`src/rtl/ir_cmd_ctrl_pkg.sv`:
```
// Shared definitions for the IR command controller: SIRC field widths,
// event and state encodings, width sizing and frame field unpacking.
package ir_cmd_ctrl_pkg;

  localparam int CMD_W   = 7;
  localparam int ADDR_W  = 5;
  localparam int FRAME_W = 12;
  localparam int CNT_W   = 4;   // holds REPEAT_MIN / HOLD_FRAMES (max 15)

  typedef enum logic [1:0] {
    EVT_PRESS   = 2'b00,
    EVT_REPEAT  = 2'b01,
    EVT_RELEASE = 2'b10
  } evt_type_e;

  typedef enum logic [1:0] {
    S_IDLE    = 2'b00,
    S_QUALIFY = 2'b01,
    S_HELD    = 2'b10
  } ctrl_state_e;

  // Bits needed to represent values 0..value-1.
  function automatic int clog2(input longint unsigned value);
    int r;
    for (r = 0; (longint'(1) << r) < value; r++) begin
    end
    return r;
  endfunction

  // Command bits arrive LSB first, so frame_data[11] is cmd[0].
  function automatic logic [CMD_W-1:0] unpack_cmd(input logic [FRAME_W-1:0] f);
    logic [CMD_W-1:0] c;
    for (int i = 0; i < CMD_W; i++) c[i] = f[FRAME_W-1-i];
    return c;
  endfunction

  // Address bits follow the command, also LSB first: frame_data[4] is addr[0].
  function automatic logic [ADDR_W-1:0] unpack_addr(input logic [FRAME_W-1:0] f);
    logic [ADDR_W-1:0] a;
    for (int j = 0; j < ADDR_W; j++) a[j] = f[ADDR_W-1-j];
    return a;
  endfunction

endpackage

```
`src/rtl/ir_gap_timer.sv`:
```
// Saturating idle timer: cleared by each accepted frame, flags timeout once
// it has counted GAP_CYCLES cycles without a clear.
module ir_gap_timer
  import ir_cmd_ctrl_pkg::*;
#(
  parameter int GAP_CYCLES = 3000000
) (
  input  logic clk,
  input  logic rst_n,
  input  logic clear,
  output logic timeout
);

  localparam int TW = clog2(longint'(GAP_CYCLES) + 1);
  localparam logic [TW-1:0] GAP_MAX = TW'(GAP_CYCLES);

  logic [TW-1:0] cnt_reg;

  // Count up until saturation; any accepted frame restarts the gap.
  always_ff @(posedge clk or negedge rst_n) begin
    if (!rst_n) begin
      cnt_reg <= '0;
    end else if (clear) begin
      cnt_reg <= '0;
    end else if (cnt_reg != GAP_MAX) begin
      cnt_reg <= cnt_reg + 1'b1;
    end
  end

  assign timeout = (cnt_reg == GAP_MAX);

endmodule

```
`src/rtl/ir_cmd_ctrl.sv`:
```
// IR command controller: qualifies repeating SIRC frames into press /
// auto-repeat / release events with a single-entry valid/ready output.
// Optional address filtering is compiled in with the IR_ADDR_FILTER_EN macro.
module ir_cmd_ctrl
  import ir_cmd_ctrl_pkg::*;
#(
  parameter int               REPEAT_MIN  = 3,
  parameter int               HOLD_FRAMES = 4,
  parameter int               GAP_CYCLES  = 3000000,
  parameter logic [ADDR_W-1:0] DEVICE_ADDR = 5'h01
) (
  input  logic               clk,
  input  logic               rst_n,
  input  logic [FRAME_W-1:0] frame_data,
  input  logic               frame_rdy,
  output logic               evt_valid,
  input  logic               evt_ready,
  output logic [1:0]         evt_type,
  output logic [CMD_W-1:0]   evt_cmd,
  output logic [ADDR_W-1:0]  evt_addr,
  output logic [7:0]         drop_cnt
);

`ifdef IR_ADDR_FILTER_EN
  localparam bit ADDR_FILTER = 1'b1;
`else
  localparam bit ADDR_FILTER = 1'b0;
`endif

  localparam logic [CNT_W-1:0] REPEAT_MIN_C  = CNT_W'(REPEAT_MIN);
  localparam logic [CNT_W-1:0] HOLD_FRAMES_C = CNT_W'(HOLD_FRAMES);

  logic               rdy_prev_reg;
  logic               frame_edge, addr_ok, accept, timeout;
  ctrl_state_e        state_reg, state_next;
  logic [FRAME_W-1:0] code_reg, code_next;
  logic [CNT_W-1:0]   match_reg, match_next, hold_reg, hold_next;
  logic [CNT_W-1:0]   match_inc, hold_inc;
  logic               same_code, qualify_hit, hold_hit;
  logic               emit;
  evt_type_e          emit_type;

  // Previous ready level resets high so a level already up is not a frame.
  always_ff @(posedge clk or negedge rst_n) begin
    if (!rst_n) rdy_prev_reg <= 1'b1;
    else        rdy_prev_reg <= frame_rdy;
  end

  assign frame_edge  = frame_rdy && !rdy_prev_reg;
  assign addr_ok     = !ADDR_FILTER || (unpack_addr(frame_data) == DEVICE_ADDR);
  assign accept      = frame_edge && addr_ok;
  assign same_code   = (frame_data == code_reg);
  assign match_inc   = match_reg + 1'b1;
  assign hold_inc    = hold_reg + 1'b1;
  assign qualify_hit = same_code && (match_inc == REPEAT_MIN_C);
  assign hold_hit    = same_code && (hold_inc == HOLD_FRAMES_C);

  ir_gap_timer #(.GAP_CYCLES(GAP_CYCLES)) u_gap_timer (
    .clk    (clk),
    .rst_n  (rst_n),
    .clear  (accept),
    .timeout(timeout)
  );

  // State register with latched code and qualification counters.
  always_ff @(posedge clk or negedge rst_n) begin
    if (!rst_n) begin
      state_reg <= S_IDLE;
      code_reg  <= '0;
      match_reg <= '0;
      hold_reg  <= '0;
    end else begin
      state_reg <= state_next;
      code_reg  <= code_next;
      match_reg <= match_next;
      hold_reg  <= hold_next;
    end
  end

  // Next-state logic; an accepted frame takes priority over a timeout.
  always_comb begin
    state_next = state_reg;
    code_next  = code_reg;
    match_next = match_reg;
    hold_next  = hold_reg;
    case (state_reg)
      S_IDLE: begin
        if (accept) begin
          code_next  = frame_data;
          match_next = CNT_W'(1);
          state_next = S_QUALIFY;
        end
      end
      S_QUALIFY: begin
        if (accept) begin
          if (qualify_hit) begin
            hold_next  = '0;
            state_next = S_HELD;
          end else if (same_code) begin
            match_next = match_inc;
          end else begin
            code_next  = frame_data;
            match_next = CNT_W'(1);
          end
        end else if (timeout) begin
          match_next = '0;
          state_next = S_IDLE;
        end
      end
      S_HELD: begin
        if (accept) begin
          if (hold_hit) begin
            hold_next = '0;
          end else if (same_code) begin
            hold_next = hold_inc;
          end else begin
            code_next  = frame_data;
            match_next = CNT_W'(1);
            hold_next  = '0;
            state_next = S_QUALIFY;
          end
        end else if (timeout) begin
          hold_next  = '0;
          match_next = '0;
          state_next = S_IDLE;
        end
      end
      default: state_next = S_IDLE;
    endcase
  end

  // Event generation; every event carries the currently latched code.
  always_comb begin
    emit      = 1'b0;
    emit_type = EVT_PRESS;
    case (state_reg)
      S_QUALIFY: begin
        if (accept && qualify_hit) emit = 1'b1;
      end
      S_HELD: begin
        if (accept) begin
          if (hold_hit) begin
            emit      = 1'b1;
            emit_type = EVT_REPEAT;
          end else if (!same_code) begin
            emit      = 1'b1;
            emit_type = EVT_RELEASE;
          end
        end else if (timeout) begin
          emit      = 1'b1;
          emit_type = EVT_RELEASE;
        end
      end
      default: ;
    endcase
  end

  // Single-entry output holding register; events arriving while it is
  // blocked are counted as drops instead of overwriting the held event.
  always_ff @(posedge clk or negedge rst_n) begin
    if (!rst_n) begin
      evt_valid <= 1'b0;
      evt_type  <= 2'b00;
      evt_cmd   <= '0;
      evt_addr  <= '0;
      drop_cnt  <= '0;
    end else if (emit) begin
      if (!evt_valid || evt_ready) begin
        evt_valid <= 1'b1;
        evt_type  <= emit_type;
        evt_cmd   <= unpack_cmd(code_reg);
        evt_addr  <= unpack_addr(code_reg);
      end else if (drop_cnt != 8'hFF) begin
        drop_cnt <= drop_cnt + 1'b1;
      end
    end else if (evt_valid && evt_ready) begin
      evt_valid <= 1'b0;
    end
  end

endmodule
```
`config.mk`:
```
export PLATFORM = sky130hd
export DESIGN_NAME = ir_cmd_ctrl
export DESIGN_NICKNAME = d
export VERILOG_FILES = /design/src/rtl/ir_cmd_ctrl_pkg.sv /design/src/rtl/ir_gap_timer.sv /design/src/rtl/ir_cmd_ctrl.sv
export SDC_FILE = /design/constraint.sdc
export NUM_CORES = 1
export LEC_CHECK = 0
export CORE_UTILIZATION = 31
export CTS_CLUSTER_SIZE = 40
export DETAILED_ROUTE_END_ITERATION = 8
export PLACE_DENSITY = 0.6
export SLEW_MARGIN = 20
export SYNTH_ARGS = -nofsm -noshare
export SYNTH_HDL_FRONTEND = slang
export SYNTH_HIERARCHICAL = 1
export SYNTH_SLANG_ARGS = --single-unit
```
`constraint.sdc`:
```
create_clock -name clk -period 7.4 [get_ports clk]
set_input_delay 1.48 -clock clk [delete_from_list [all_inputs] [get_ports clk]]
set_output_delay 1.48 -clock clk [all_outputs]
set_load 0.01 [all_outputs]
```
=== Word-level counts from Yosys, hierarchy flattened ===
Index checks and enable logic that the tools add are counted.

* Flip-flop bits (word level): 68
* Input port bits: 16
* Output and inout bits: 23
* Logic and storage cells: 103

* $add $sub $neg: 4
* Eq/ne operators: 20
* Muxes and demuxes: 47
* Bitwise logic cells: 1
* Reduce and logical (&&, ||, !) cells: 20

{| class="wikitable"
|+ Operators with widths
! cell !! count
|-
| two-way mux 12 bit || 6
|-
| two-way mux 4 bit || 14
|-
| two-way mux 22 bit || 2
|-
| one-hot mux 12 bit (3 select lines) || 1
|-
| two-way mux 2 bit || 12
|-
| adder 22 x 1 -> 22 bit, second input constant || 1
|-
| == test 22 bit, second input constant || 1
|-
| inequality test 22 bit, second input constant || 1
|-
| inequality test 3 bit, second input constant || 5
|-
| == test 12 bit || 1
|-
| inequality test 2 bit, second input constant || 6
|-
| one-hot mux 4 bit (3 select lines) || 1
|-
| adder 4 x 1 -> 4 bit, second input constant || 2
|-
| adder 8 x 1 -> 8 bit, second input constant || 1
|-
| two-way mux 1 bit || 8
|-
| inequality test 8 bit, second input constant || 1
|-
| one-hot mux 4 bit (2 select lines) || 1
|-
| AND reduction 4 bit || 2
|-
| one-hot mux 2 bit (3 select lines) || 1
|-
| AND reduction 6 bit || 1
|-
| nonzero test 2 bit || 3
|-
| logical AND 1 bit || 5
|-
| AND reduction 5 bit || 1
|-
| == test 4 x 2 -> 1 bit, second input constant || 1
|-
| other kinds (12) || 14
|}

=== Depth between registers and ports, before layout ===
Gate-level depths: netlist (run 1).

* Word-level depth: 8
* Mapped depth: 11
* Depth with buffers taken out: 10

=== By module ===
The synthesis (run 1) kept the hierarchy.

{| class="wikitable"
|+ By module, submodules not included
! module !! instances !! cells each !! area each (um^2) !! seq. area each (um^2)
|-
| ir_cmd_ctrl || 1 || 227 || 2670.1 || 1152.4
|-
| ir_gap_timer || 1 || 126 || 1214.9 || 550.5
|}

=== Worst setup path before layout (run 1) ===
Ideal clock, no wire load.

* Path kind: input port to flip-flop
* Start point: input port frame_data[10]
* End point: register evt_addr[2]
* Library setup time: 0.125 ns
* Arrival time: 3.055 ns
* Data required time: 7.275 ns
* Path slack: 4.220 ns
* Stages on the path: 8
* Buffers on the path: 2
* Cells stage by stage: xor2_1 -> nor4_2 -> and4_1 -> buf_4 -> a22oi_4 -> nor2_8 -> buf_12 -> mux2_4

* Cells in the longest elaborated chain, start to end: 6

{| class="wikitable"
|+ RTL lines
! element !! RTL line !! source
|-
| start: declaration || ir_cmd_ctrl.sv:14 || <nowiki>input logic [FRAME_W-1:0] frame_data,</nowiki>
|-
| == test 12 bit * || ir_cmd_ctrl.sv:52 || <nowiki>assign same_code = (frame_data == code_reg);</nowiki>
|-
| two-way mux 1 bit, or another cell as far along || ir_cmd_ctrl.sv:145 || <nowiki>end else if (!same_code) begin</nowiki>
|-
| two-way mux 1 bit / logical AND 1 bit (equally long branches) || ir_cmd_ctrl.sv:142, ir_cmd_ctrl.sv:138 ||
|-
| two-way mux 1 bit (on tied branches) || ir_cmd_ctrl.sv:141, ir_cmd_ctrl.sv:138 ||
|-
| one-hot mux 1 bit (2 select lines) * || ir_cmd_ctrl.sv:136 || <nowiki>case (state_reg)</nowiki>
|-
| AND reduction 2 bit (no line) * || - ||
|-
| end signal: assignment || ir_cmd_ctrl.sv:172 || <nowiki>evt_addr <= unpack_addr(code_reg);</nowiki>
|-
| end: declaration || ir_cmd_ctrl.sv:20 || <nowiki>output logic [ADDR_W-1:0] evt_addr,</nowiki>
|}

Every way passes the cells marked *; elsewhere a longest branch is shown, timed or not.
A chain may end at the register's enable or synchronous reset.

=== Worst setup path after layout (run 1) ===
* Start point: input port frame_rdy
* End point: register evt_addr[1]

* Cells in the longest elaborated chain, start to end: 5

{| class="wikitable"
|+ RTL lines
! element !! RTL line !! source
|-
| start: declaration || ir_cmd_ctrl.sv:15 || <nowiki>input logic frame_rdy,</nowiki>
|-
| logical AND 1 bit * || ir_cmd_ctrl.sv:49 || <nowiki>assign frame_edge = frame_rdy && !rdy_prev_reg;</nowiki>
|-
| logical AND 1 bit || ir_cmd_ctrl.sv:138 || <nowiki>if (accept && qualify_hit) emit = 1'b1;</nowiki>
|-
| two-way mux 1 bit || ir_cmd_ctrl.sv:138 ||
|-
| one-hot mux 1 bit (2 select lines) * || ir_cmd_ctrl.sv:136 ||
|-
| AND reduction 2 bit (no line) * || - ||
|}

Marks and branches as above.

==> key figures, run 1 <==
Clocking
  – CTS tree: yes
  – Clock slew at reported path FFs: about 60 ps
  – H-tree lvl count: 3
  – Post-CTS Resized: 0
  – Clock latency on the worst-skew pair: 330 ps
  – CTS max path bufs: 2
  – CTS Hold Buffers Added: 0
  – TritonCTS Sinks: 68
  – Setup Buffers After CTS: 0
  – Num CTS Buffers: 9
  – Clk root buf: clkbuf_16

Worst setup path
  – Worst-path fanout max: 33
  – Reg2reg start: rdy_prev_reg
  – FF-to-FF path depth: 6
  – Arr. time, crit path: 4390 ps
  – Critical path required time: 7620 ps
  – CP Class: input pin to register
  – Setup slack, reg-to-reg: 4430 ps
  – Reg-to-Reg End: evt_addr[1]
  – Critical path launch point type: input pin
  – Critical path endpoint category: register

Layout
  – Syn-to-layout area delta: 22.1%
  – Most frequent cells in the layout: dfrtp_1 (67), clkdlybuf4s50_1 (37), xor2_1 (23)
  – Max FFs per register: 22
  – Fill cells: 1210
  – Share of cells above drive strength 1: 18.2%
  – Commonest non-fill, non-tap cell in the layout: dfrtp_1
  – # diodes: 0
  – Nets: 417
  – Final instance area: 4740 sq um

Route
  – Vias per cell: 5.09
  – Drt wl/cell: 14.2 um
  – Initial DRC Count: 143
  – DRT Pass-1 Iters: 4
  – DRC Markers: 0
  – Via Count: 2869
  – Antenna Nets Post-Route: 0
  – Total wire length: 8010 um

Placed design
  – RePlAce Congestion: just under 0.8
  – Post-Place Cell Area: 4380 sq um
  – DP HPWL: 5490 um
  – Port Buf Inserts: 38

Power and ir drop
  – Peak VDD IR: 0.000115 V
  – Total power draw: 1290 uW
  – Static Leak: approximately 0.0021 uW
  – Pwr dens: 271 nW/um^2

Die
  – Num ports: 39
  – Core Area: 12100 sq um
  – Die Y: 114 um
  – Die area: 13000 sq um
  – Die X: 114 um
  – Core Rows: 40
  – Initial Util: 32.1%

STA
  – Final critical-path required period: ~4200 ps
  – Worst Tran Pin Value: 983 ps
  – Setup TNS: 0 ps
  – Final setup fails: 0
  – Count of final max-slew check failures: 0
  – Unrepaired setup endpoints after global routing: false
  – Fmax: 239 MHz
  – Clock Skew: 9.50 ps
  – Relative slew slack: 34.4%
  – Final Hold Violating Endpoints: 0
  – Fin crit share: 56.5%

Synthesis
  – Post-synth ARST share: 100%
  – Synthesized flop and latch total: 68
  – Post-synth EDFFs: 0
  – Post-synthesis instance area: approximately 3900 sq um
  – Syn Nets: approximately 380
  – Yosys cell types: 64
  – Syn Area/Cell: 11.0 sq um
  – Cells after synthesis: 353
  – Syn. warnings: 6
  – Post-synthesis sequential area ratio: 43.8%
  – Post-synth top flop: dfrtp_1

Min path
  – HP Class: register to register
  – Hold path endpoint: hold_reg[1]
  – Worst hold start: hold_reg[1]
  – Worst Hold Depth: 2

Run status
  – Status: complete, no violations

Global routing
  – Overflow after GRT: 0
  – Largest net degree at the start of global routing: 69
  – Initial antenna violation count: 0
  – Vias in the first global route: 2800
  – Gr usage total: 13.3%
  – Global-route wire length before repair: 13600 um

Run
  – Max-Cap Viols: 0
-- synth_stat cells (all sizes together), types with 2 or more instances --
master,n,area [sq um]
dfrtp,67,1680
mux2,28,387
nor2,23,103
xor2,23,201
nand3,19,95.1
a21oi,17,96.4
nand2,16,60.1
inv,15,56.3
o21ai,15,86.3
nor3,14,70.1
and3,11,70.1
ha,10,125
buf,9,82.6
nand4,9,86.3
nor4,8,68.8
or3,8,53.8
or4,5,41.3
xnor2,5,43.8
and4,4,38.8
o31ai,4,30.0
a211oi,3,22.5
clkbuf,3,11.3
mux2i,3,30.0
nand2b,3,18.8
nor3b,3,22.5
a22oi,2,42.5
a311o,2,20.0
a31o,2,17.5
and2,2,15.0
nor4bb,2,20.0
o21a,2,15.0
-- report_power, final --
part,internal (uW),switching [uW]
Sequential,425,54.9
Combinational,149,147
Clock,349,161
Total,923,363
-- kinds of logic (layout without fill, tap and decap cells) --
logic type	after synthesis	in the layout	share of synthesized area (%)
AND/OR/NAND/NOR	132	132	20.6
flip-flops	68	68	43.8
AO/OA/AOI/OAI	57	57	11.4
adder cells (fa/ha/maj)	10	10	3.22
multiplexers	31	31	10.7
buffers and inverters	27	70	3.86
XOR/XNOR	28	28	6.31
-- how the worst max path moves through the flow --
| stage | to | startpoint | slack [ps] |
|---|---|---|---|
| 2_1_floorplan | evt_addr[2] | frame_data[10] | 4220 |
| 3_3_place_gp | evt_cmd[6] | frame_rdy | 2970 |
| 3_5_place_dp | evt_addr[4] | frame_rdy | 2870 |
| 4_1_cts | evt_addr[1] | frame_rdy | 3230 |
| 5_1_grt | evt_addr[0] | frame_rdy | 3040 |
| 6_report | evt_addr[1] | frame_rdy | 3220 |
-- critical path, cell delays in order --
cell             delay, ps
clkdlybuf4s50_1        480
nand2b_1               210
inv_1                  800
and4_1                 510
a22oi_4                200
nor2_8                 330
mux2_2                 370
-- cell type report --
type	count	area, sq um	share of cell area (%)
clock buffers	11	253	5.33
clock inverters	5	108	2.27
inverters	15	56.3	1.19
multi-input cells	258	2030	42.8
flip-flops and latches	68	1700	35.9
well taps	168	210	4.43
repair buffers	39	383	8.07
-- metal layers --
layer / vias up / share of wire, % / global-route usage [%]
met1: 1410 / 47 / 17.0
met4: 0 / 1.2 / 5.28
met2: 78 / 47 / 21.4
met3: 14 / 5.0 / 3.51
met5: - / 0 / 0
li1: 1367 / - / -
-- stage by stage --
stage	setup WS, ps	hold WS, ps	util [%]	cells
finish	3220	509	39.2	564
global route	3040	529	39.2	564
CTS	3230	514	39.2	564
detailed placement	2870	499	36.2	548
global placement	2970	491	36.2	548
floorplan	4220	469	-	353
No activity file was read; power rests on OpenSTA's default activity.
==> run 2, diff against run 1 <==
clock period = 4.3 ns   (was 7.4 ns; I/O delays follow)
==> run 2 against run 1 <==
Setup slack worse by 2000 ps. Register-to-register slack got worse by 3000 ps. Sequential cell count did not move. Count of clock-buffer cells in the layout unchanged. Global-route usage up 0.76 points. Worst hold slack improved by 9.9 ps. Non-clock buffer count rose by 2. Core utilization increased by 0.11 points. Power increased by 73%. Via count down 2.1%. Critical path type unchanged.
==> key figures, run 2 (synthesis results as in run 1) <==
Worst setup path
  – Worst-path fanout max: 31 (was 33)
  – Critical path required time: 4520 ps (was 7620 ps)
  – CP Class: input pin to register (unchanged)
  – Reg-to-Reg End: drop_cnt[6] (was evt_addr[1])
  – FF-to-FF path depth: 10 (was 6)
  – Crit path max-delay cell type: clkdlybuf4s50_1 (was inv_1)
  – Critical path launch point type: input pin (unchanged)
  – Worst Path Buf+Inv: 4 (was 2)
  – Setup slack, reg-to-reg: 1390 ps (was 4430 ps)
  – Crit-path max cell delay: 500 ps (was 800 ps)
  – CP cell instances: clkdlybuf4s50_1 -> nand2b_1 -> inv_1 -> buf_4 -> o21ai_1 -> inv_1 -> a22oi_4 -> nor3_1 -> mux2_2 (was clkdlybuf4s50_1 -> nand2b_1 -> inv_1 -> and4_1 -> a22oi_4 -> nor2_8 -> mux2_2)
  – Reg2reg start: u_gap_timer/cnt_reg[0] (was rdy_prev_reg)
  – Arr. time, crit path: 3310 ps (was 4390 ps)
  – Critical path endpoint category: register (unchanged)
  – Most common cell on crit path: inv_1
  – CP top delay family: buffers and inverters (unchanged)

Placed design
  – DP HPWL: 5660 um (was 5490 um)
  – RePlAce Congestion: 0.828 (was 0.789)
  – Placed cell count: 550 (was 548)
  – Port Buf Inserts: 38 (unchanged)

STA
  – Final critical-path required period: between 3000 and 4000 ps
  – Final setup fails: 0 (unchanged)
  – Unrepaired setup endpoints after global routing: false (unchanged)
  – Worst Tran Pin Value: 813 ps (was 983 ps)
  – Relative slew slack: 45.8% (was 34.4%)
  – Fmax: 324 MHz
  – Clock Skew: 9.77 ps (was 9.50 ps)
  – Fin crit share: 71.8%
  – Count of final max-slew check failures: 0 (unchanged)
  – Setup TNS: 0 ps (unchanged)
  – Final Hold Violating Endpoints: 0 (unchanged)

Route
  – DRC Markers: 0 (unchanged)
  – Drt wl/cell: 14.5 um (was 14.2 um)
  – Via Count: 2808 (was 2869)
  – Initial DRC Count: 211 (was 143)
  – DRT Pass-1 Iters: 4 (unchanged)
  – Total wire length: 8190 um (was 8010 um)
  – Antenna Nets Post-Route: 0 (unchanged)
  – Vias per cell: 4.96 (was 5.09)

Power and ir drop
  – Register share of total power: 37.3% (about the same)
  – Total power draw: 2230 uW (was 1290 uW)
  – Static Leak: 0.00210 uW (was 0.00209 uW)
  – Comb pwr share: 23.3% (was 23.0%)
  – Pwr dens: 468 nW/um^2 (was 271 nW/um^2)
  – Switching share of power: 28.5% (was 28.2%)
  – Peak VDD IR: 0.000231 V (was 0.000115 V)
  – Sw Pwr: 635 uW (was 363 uW)
  – Internal: 1590 uW (was 923 uW)
  – Clock Power Share: 39.4% (was 39.7%)

Global routing
  – Initial antenna violation count: 0 (unchanged)
  – Gr usage total: 14.1% (was 13.3%)
  – Global-route wire length before repair: 14200 um (was 13600 um)
  – Vias in the first global route: 2781 (was 2800)
  – Overflow after GRT: 0 (unchanged)
  – Largest net degree at the start of global routing: 36 (was 69)

Clocking
  – Setup Buffers After CTS: 0 (unchanged)
  – CTS Hold Buffers Added: 0 (unchanged)
  – TritonCTS Sinks: 68 (unchanged)
  – Clock slew at reported path FFs: 60 ps (about the same)
  – Num CTS Buffers: 9 (unchanged)
  – Post-CTS Resized: 0 (unchanged)
  – Clock latency on the worst-skew pair: 330 ps (about the same)
  – CTS max path bufs: 2 (unchanged)
  – H-tree lvl count: 3 (unchanged)
  – CTS tree: yes (unchanged)
  – Clk root buf: clkbuf_16 (unchanged)

Die
  – Initial Util: 32.1% (unchanged)
  – Die Y: 114 um (unchanged)
  – Core Area: 12100 sq um (unchanged)
  – Core Rows: 40 (unchanged)
  – Num ports: 39 (unchanged)
  – Die X: 114 um (unchanged)
  – Die area: 13000 sq um (unchanged)

Layout
  – Fill cells: 1204 (was 1210)
  – # diodes: 0 (unchanged)
  – Max FFs per register: 22 (unchanged)
  – Share of cells above drive strength 1: 18.6% (was 18.2%)
  – Non-filler cells in the finished layout: 566 (was 564)
  – Nets: 419 (was 417)
  – Most frequent cells in the layout: dfrtp_1 (67), clkdlybuf4s50_1 (37), xor2_1 (23) (unchanged)
  – Commonest non-fill, non-tap cell in the layout: dfrtp_1 (unchanged)
  – Post-layout util: 39.3% (was 39.2%)
  – Syn-to-layout area delta: 22.5% (was 22.1%)

Run
  – Max-Cap Viols: 0 (unchanged)

Min path
  – Hold path endpoint: evt_cmd[0] (was hold_reg[1])
  – Worst Hold Depth: 1 (was 2)
  – Worst hold start: evt_cmd[0] (was hold_reg[1])
  – HP Class: register to register (unchanged)

Run status
  – Status: complete, no violations (unchanged)
==> run 2: metal layers <==
| metal | GRT usage [%] | share of wire, % |
|---|---|---|
| met5 | 0 | 0 |
| met4 | 4.94 | 1.4 |
| met3 | 3.88 | 4.2 |
| met1 | 18.9 | 49 |
| met2 | 21.6 | 46 |
==> run 2: area by class of cell <==
cell class,instances,area [sq um],share of cell area [%]
clock inverter,5,106,2.24
multi-input combinational,258,2030,42.7
sequential,68,1700,35.8
inverter,15,56.3,1.18
clock buffer,11,253,5.31
timing repair buffer,41,398,8.36
tap,168,210,4.42
==> run 2: how the worst max path moves through the flow <==
stage	from	end	slack, ps	depth (start not counted)
2_1_floorplan	frame_data[10]	evt_addr[2]	1740	8
3_3_place_gp	frame_rdy	evt_cmd[6]	960	9
3_5_place_dp	frame_rdy	evt_cmd[6]	870	9
4_1_cts	frame_rdy	drop_cnt[6]	1210	9
5_1_grt	frame_rdy	evt_cmd[6]	1010	9
6_report	frame_rdy	drop_cnt[6]	1210	9
==> run 2: metrics by stage <==
stage / instance area (sq um) / hold slack [ps] / worst slack, ps
floorplan: 3880 / 469 / 1740
global placement: 4400 / 495 / 964
detailed placement: 4400 / 496 / 873
CTS: 4760 / 524 / 1210
global route: 4760 / 539 / 1010
finish: 4760 / 519 / 1210
==> run 2: power groups by stage <==
stage	Sequential, uW	Clock, uW	Combinational [uW]
global placement	834	0	509
global route	844	930	577
floorplan	818	0	402
detailed placement	836	0	518
finish	830	877	520
CTS	828	904	524
==> run 3, diff against run 2 <==
clock period = 2.9 ns   (was 4.3 ns; I/O delays follow)
==> run 3 against run 2 <==
Worst hold slack worse by 340 ps. Global-route usage about the same. Die area unchanged. Routed wire length up 1.1%.
==> key figures, run 3 (synthesis results as in run 1) <==
STA
  – Fmax: 368 MHz
  – Worst Tran Pin Value: 632 ps (was 813 ps)
  – Relative slew slack: 57.7% (was 45.8%)
  – Unrepaired setup endpoints after global routing: false (unchanged)
  – Clock Skew: 6.10 ps (was 9.77 ps)
  – Hold WS: 180 ps (was 519 ps)
  – Final setup fails: 0 (unchanged)
  – Fin crit share: 93.8%
  – Count of final max-slew check failures: 0 (unchanged)
  – Setup TNS: 0 ps (unchanged)
  – Post-route setup slack: 180 ps (was 1210 ps)
  – Final critical-path required period: 2720 ps
  – Final Hold Violating Endpoints: 0 (unchanged)

Power and ir drop
  – Clock Power Share: 36.0% (was 39.4%)
  – Internal: 2270 uW (was 1590 uW)
  – Sw Pwr: 956 uW (was 635 uW)
  – Register share of total power: 38.0% (was 37.3%)
  – Pwr dens: 668 nW/um^2 (was 468 nW/um^2)
  – Comb pwr share: 25.9% (was 23.3%)
  – Switching share of power: 29.7% (was 28.5%)
  – Peak VDD IR: 0.000375 V (was 0.000231 V)
  – Static Leak: 0.00214 uW (was 0.00210 uW)

Global routing
  – Global-route wire length before repair: 14200 um (about the same)
  – Gr usage total: 14.0% (was 14.1%)
  – Initial antenna violation count: 0 (unchanged)
  – Overflow after GRT: 0 (unchanged)
  – Largest net degree at the start of global routing: 53 (was 36)
  – Vias in the first global route: 2924 (was 2781)

Clocking
  – TritonCTS Sinks: 68 (unchanged)
  – CTS Hold Buffers Added: 0 (unchanged)
  – H-tree lvl count: 3 (unchanged)
  – Clock latency on the worst-skew pair: 330 ps (about the same)
  – Num CTS Buffers: 9 (unchanged)
  – Post-CTS Resized: 0 (unchanged)
  – Clk root buf: clkbuf_16 (unchanged)
  – Clock slew at reported path FFs: 60 ps (about the same)
  – CTS max path bufs: 2 (unchanged)
  – Setup Buffers After CTS: 0 (unchanged)
  – CTS tree: yes (unchanged)

Route
  – Initial DRC Count: 141 (was 211)
  – Via Count: 2878 (was 2808)
  – Vias per cell: 4.99 (was 4.96)
  – DRT Pass-1 Iters: 4 (unchanged)
  – Drt wl/cell: 14.3 um (was 14.5 um)
  – DRC Markers: 0 (unchanged)
  – Total wire length: 8270 um (was 8190 um)
  – Antenna Nets Post-Route: 0 (unchanged)

Worst setup path
  – Crit path max-delay cell type: dfrtp_1 (was clkdlybuf4s50_1)
  – Most common cell on crit path: inv_1 (unchanged)
  – CP Class: register to register (was input pin to register)
  – Critical path required time: 3120 ps (was 4520 ps)
  – Arr. time, crit path: 2940 ps (was 3310 ps)
  – Critical path launch point type: register (was input pin)
  – Critical path endpoint category: register (unchanged)
  – Worst-path fanout max: 14 (was 31)
  – CP cell instances: inv_1 -> ha_1 -> nor4bb_1 -> nand4_1 -> nor2_1 -> o21ai_1 -> inv_1 -> a22oi_4 -> nor2_8 -> mux2_2 (was clkdlybuf4s50_1 -> nand2b_1 -> inv_1 -> buf_4 -> o21ai_1 -> inv_1 -> a22oi_4 -> nor3_1 -> mux2_2)
  – Crit-path max cell delay: 430 ps (was 500 ps)
  – Worst Path Buf+Inv: 2 (was 4)
  – CP top delay family: simple AND/OR/NAND/NOR gates (was buffers and inverters)

Placed design
  – Pre-CTS WS: -51.4 ps (was 873 ps)
  – Port Buf Inserts: 38 (unchanged)
  – RePlAce Congestion: 0.836 (was 0.828)
  – DP HPWL: 5910 um (was 5660 um)

Run status
  – Status: complete, no violations (unchanged)

Layout
  – Share of cells above drive strength 1: 20.8% (was 18.6%)
  – Most frequent cells in the layout: dfrtp_1 (67), clkdlybuf4s50_1 (37), xor2_1 (23) (unchanged)
  – Nets: 431 (was 419)
  – Max FFs per register: 22 (unchanged)
  – Commonest non-fill, non-tap cell in the layout: dfrtp_1 (unchanged)
  – Syn-to-layout area delta: 24.3% (was 22.5%)
  – # diodes: 0 (unchanged)

Die
  – Core Rows: 40 (unchanged)
  – Initial Util: 32.1% (unchanged)
  – Die Y: 114 um (unchanged)
  – Core Area: 12100 sq um (unchanged)
  – Num ports: 39 (unchanged)
  – Die area: 13000 sq um (unchanged)
  – Die X: 114 um (unchanged)

Min path
  – HP Class: input pin to asynchronous set/reset pin (was register to register)

Run
  – Max-Cap Viols: 0 (unchanged)
run 3: changes by cell type in the layout (fill, tap and decap cells not counted), sizes merged:
cell / previous run / this run
buf: 4 / 16
clkbuf: 11 / 9
bufinv: 3 / 2
clkinv: 0 / 1
clkinvlp: 1 / 2
run 3: final cells by class:
class | instances | area (sq um)
fillers | 1204 | 7280
multi-input cells | 258 | 2030
flip-flops and latches | 68 | 1700
repair buffers | 53 | 513
clock buffers | 9 | 225
well taps | 168 | 210
clock inverters | 6 | 88.8
inverters | 15 | 56.3
run 3: final timing paths:
check	from	to	slack, ps	cells past startpoint
min in group clk	evt_cmd[2]	evt_cmd[2]	510	1
max in group asynchronous	rst_n	drop_cnt[4]	2110	2
worst min-delay path	rst_n	u_gap_timer/cnt_reg[19]	180	1
worst max-delay path	u_gap_timer/cnt_reg[0]	evt_addr[1]	180	10
worst max register to register	u_gap_timer/cnt_reg[0]	evt_addr[1]	180	10
worst min register to register	evt_cmd[2]	evt_cmd[2]	510	1
run 3: power by group through the flow:
stage | logic (uW) | clock network [uW] | registers, uW
2_1_floorplan | 596 | 0 | 1210
3_3_place_gp | 828 | 0 | 1240
3_5_place_dp | 844 | 0 | 1240
4_1_cts | 847 | 1200 | 1230
5_1_grt | 922 | 1230 | 1250
6_report | 836 | 1160 | 1230
run 3: through the flow:
step                power (uW)  instances  cell area [sq um]  util [%]
floorplan                 1810        353               3880         -
global placement          2060        562               4510      37.3
detailed placement        2090        562               4510      37.3
CTS                       3270        577               4830      39.9
global route              3390        577               4830      39.9
finish                    3230        577               4830      39.9
run 3: routing by layer:
metal	routed length (um)	track usage, %	up-vias
met1	4010	17.9	1419
li1	-	-	1391
met2	3850	22.1	58
met5	0	0	-
met4	111	5.54	0
met3	308	4.25	10
run 3: worst reg2reg max path, delay by kind of cell, from the launching register on:
kind                       cells  cell delay (ps)
AOI/OAI and AO/OA              2              240
adders and majority gates      1              130
buffers and inverters          2              280
DFF                            1              430
muxes                          1              380
and+or+nand+nor                4             1150
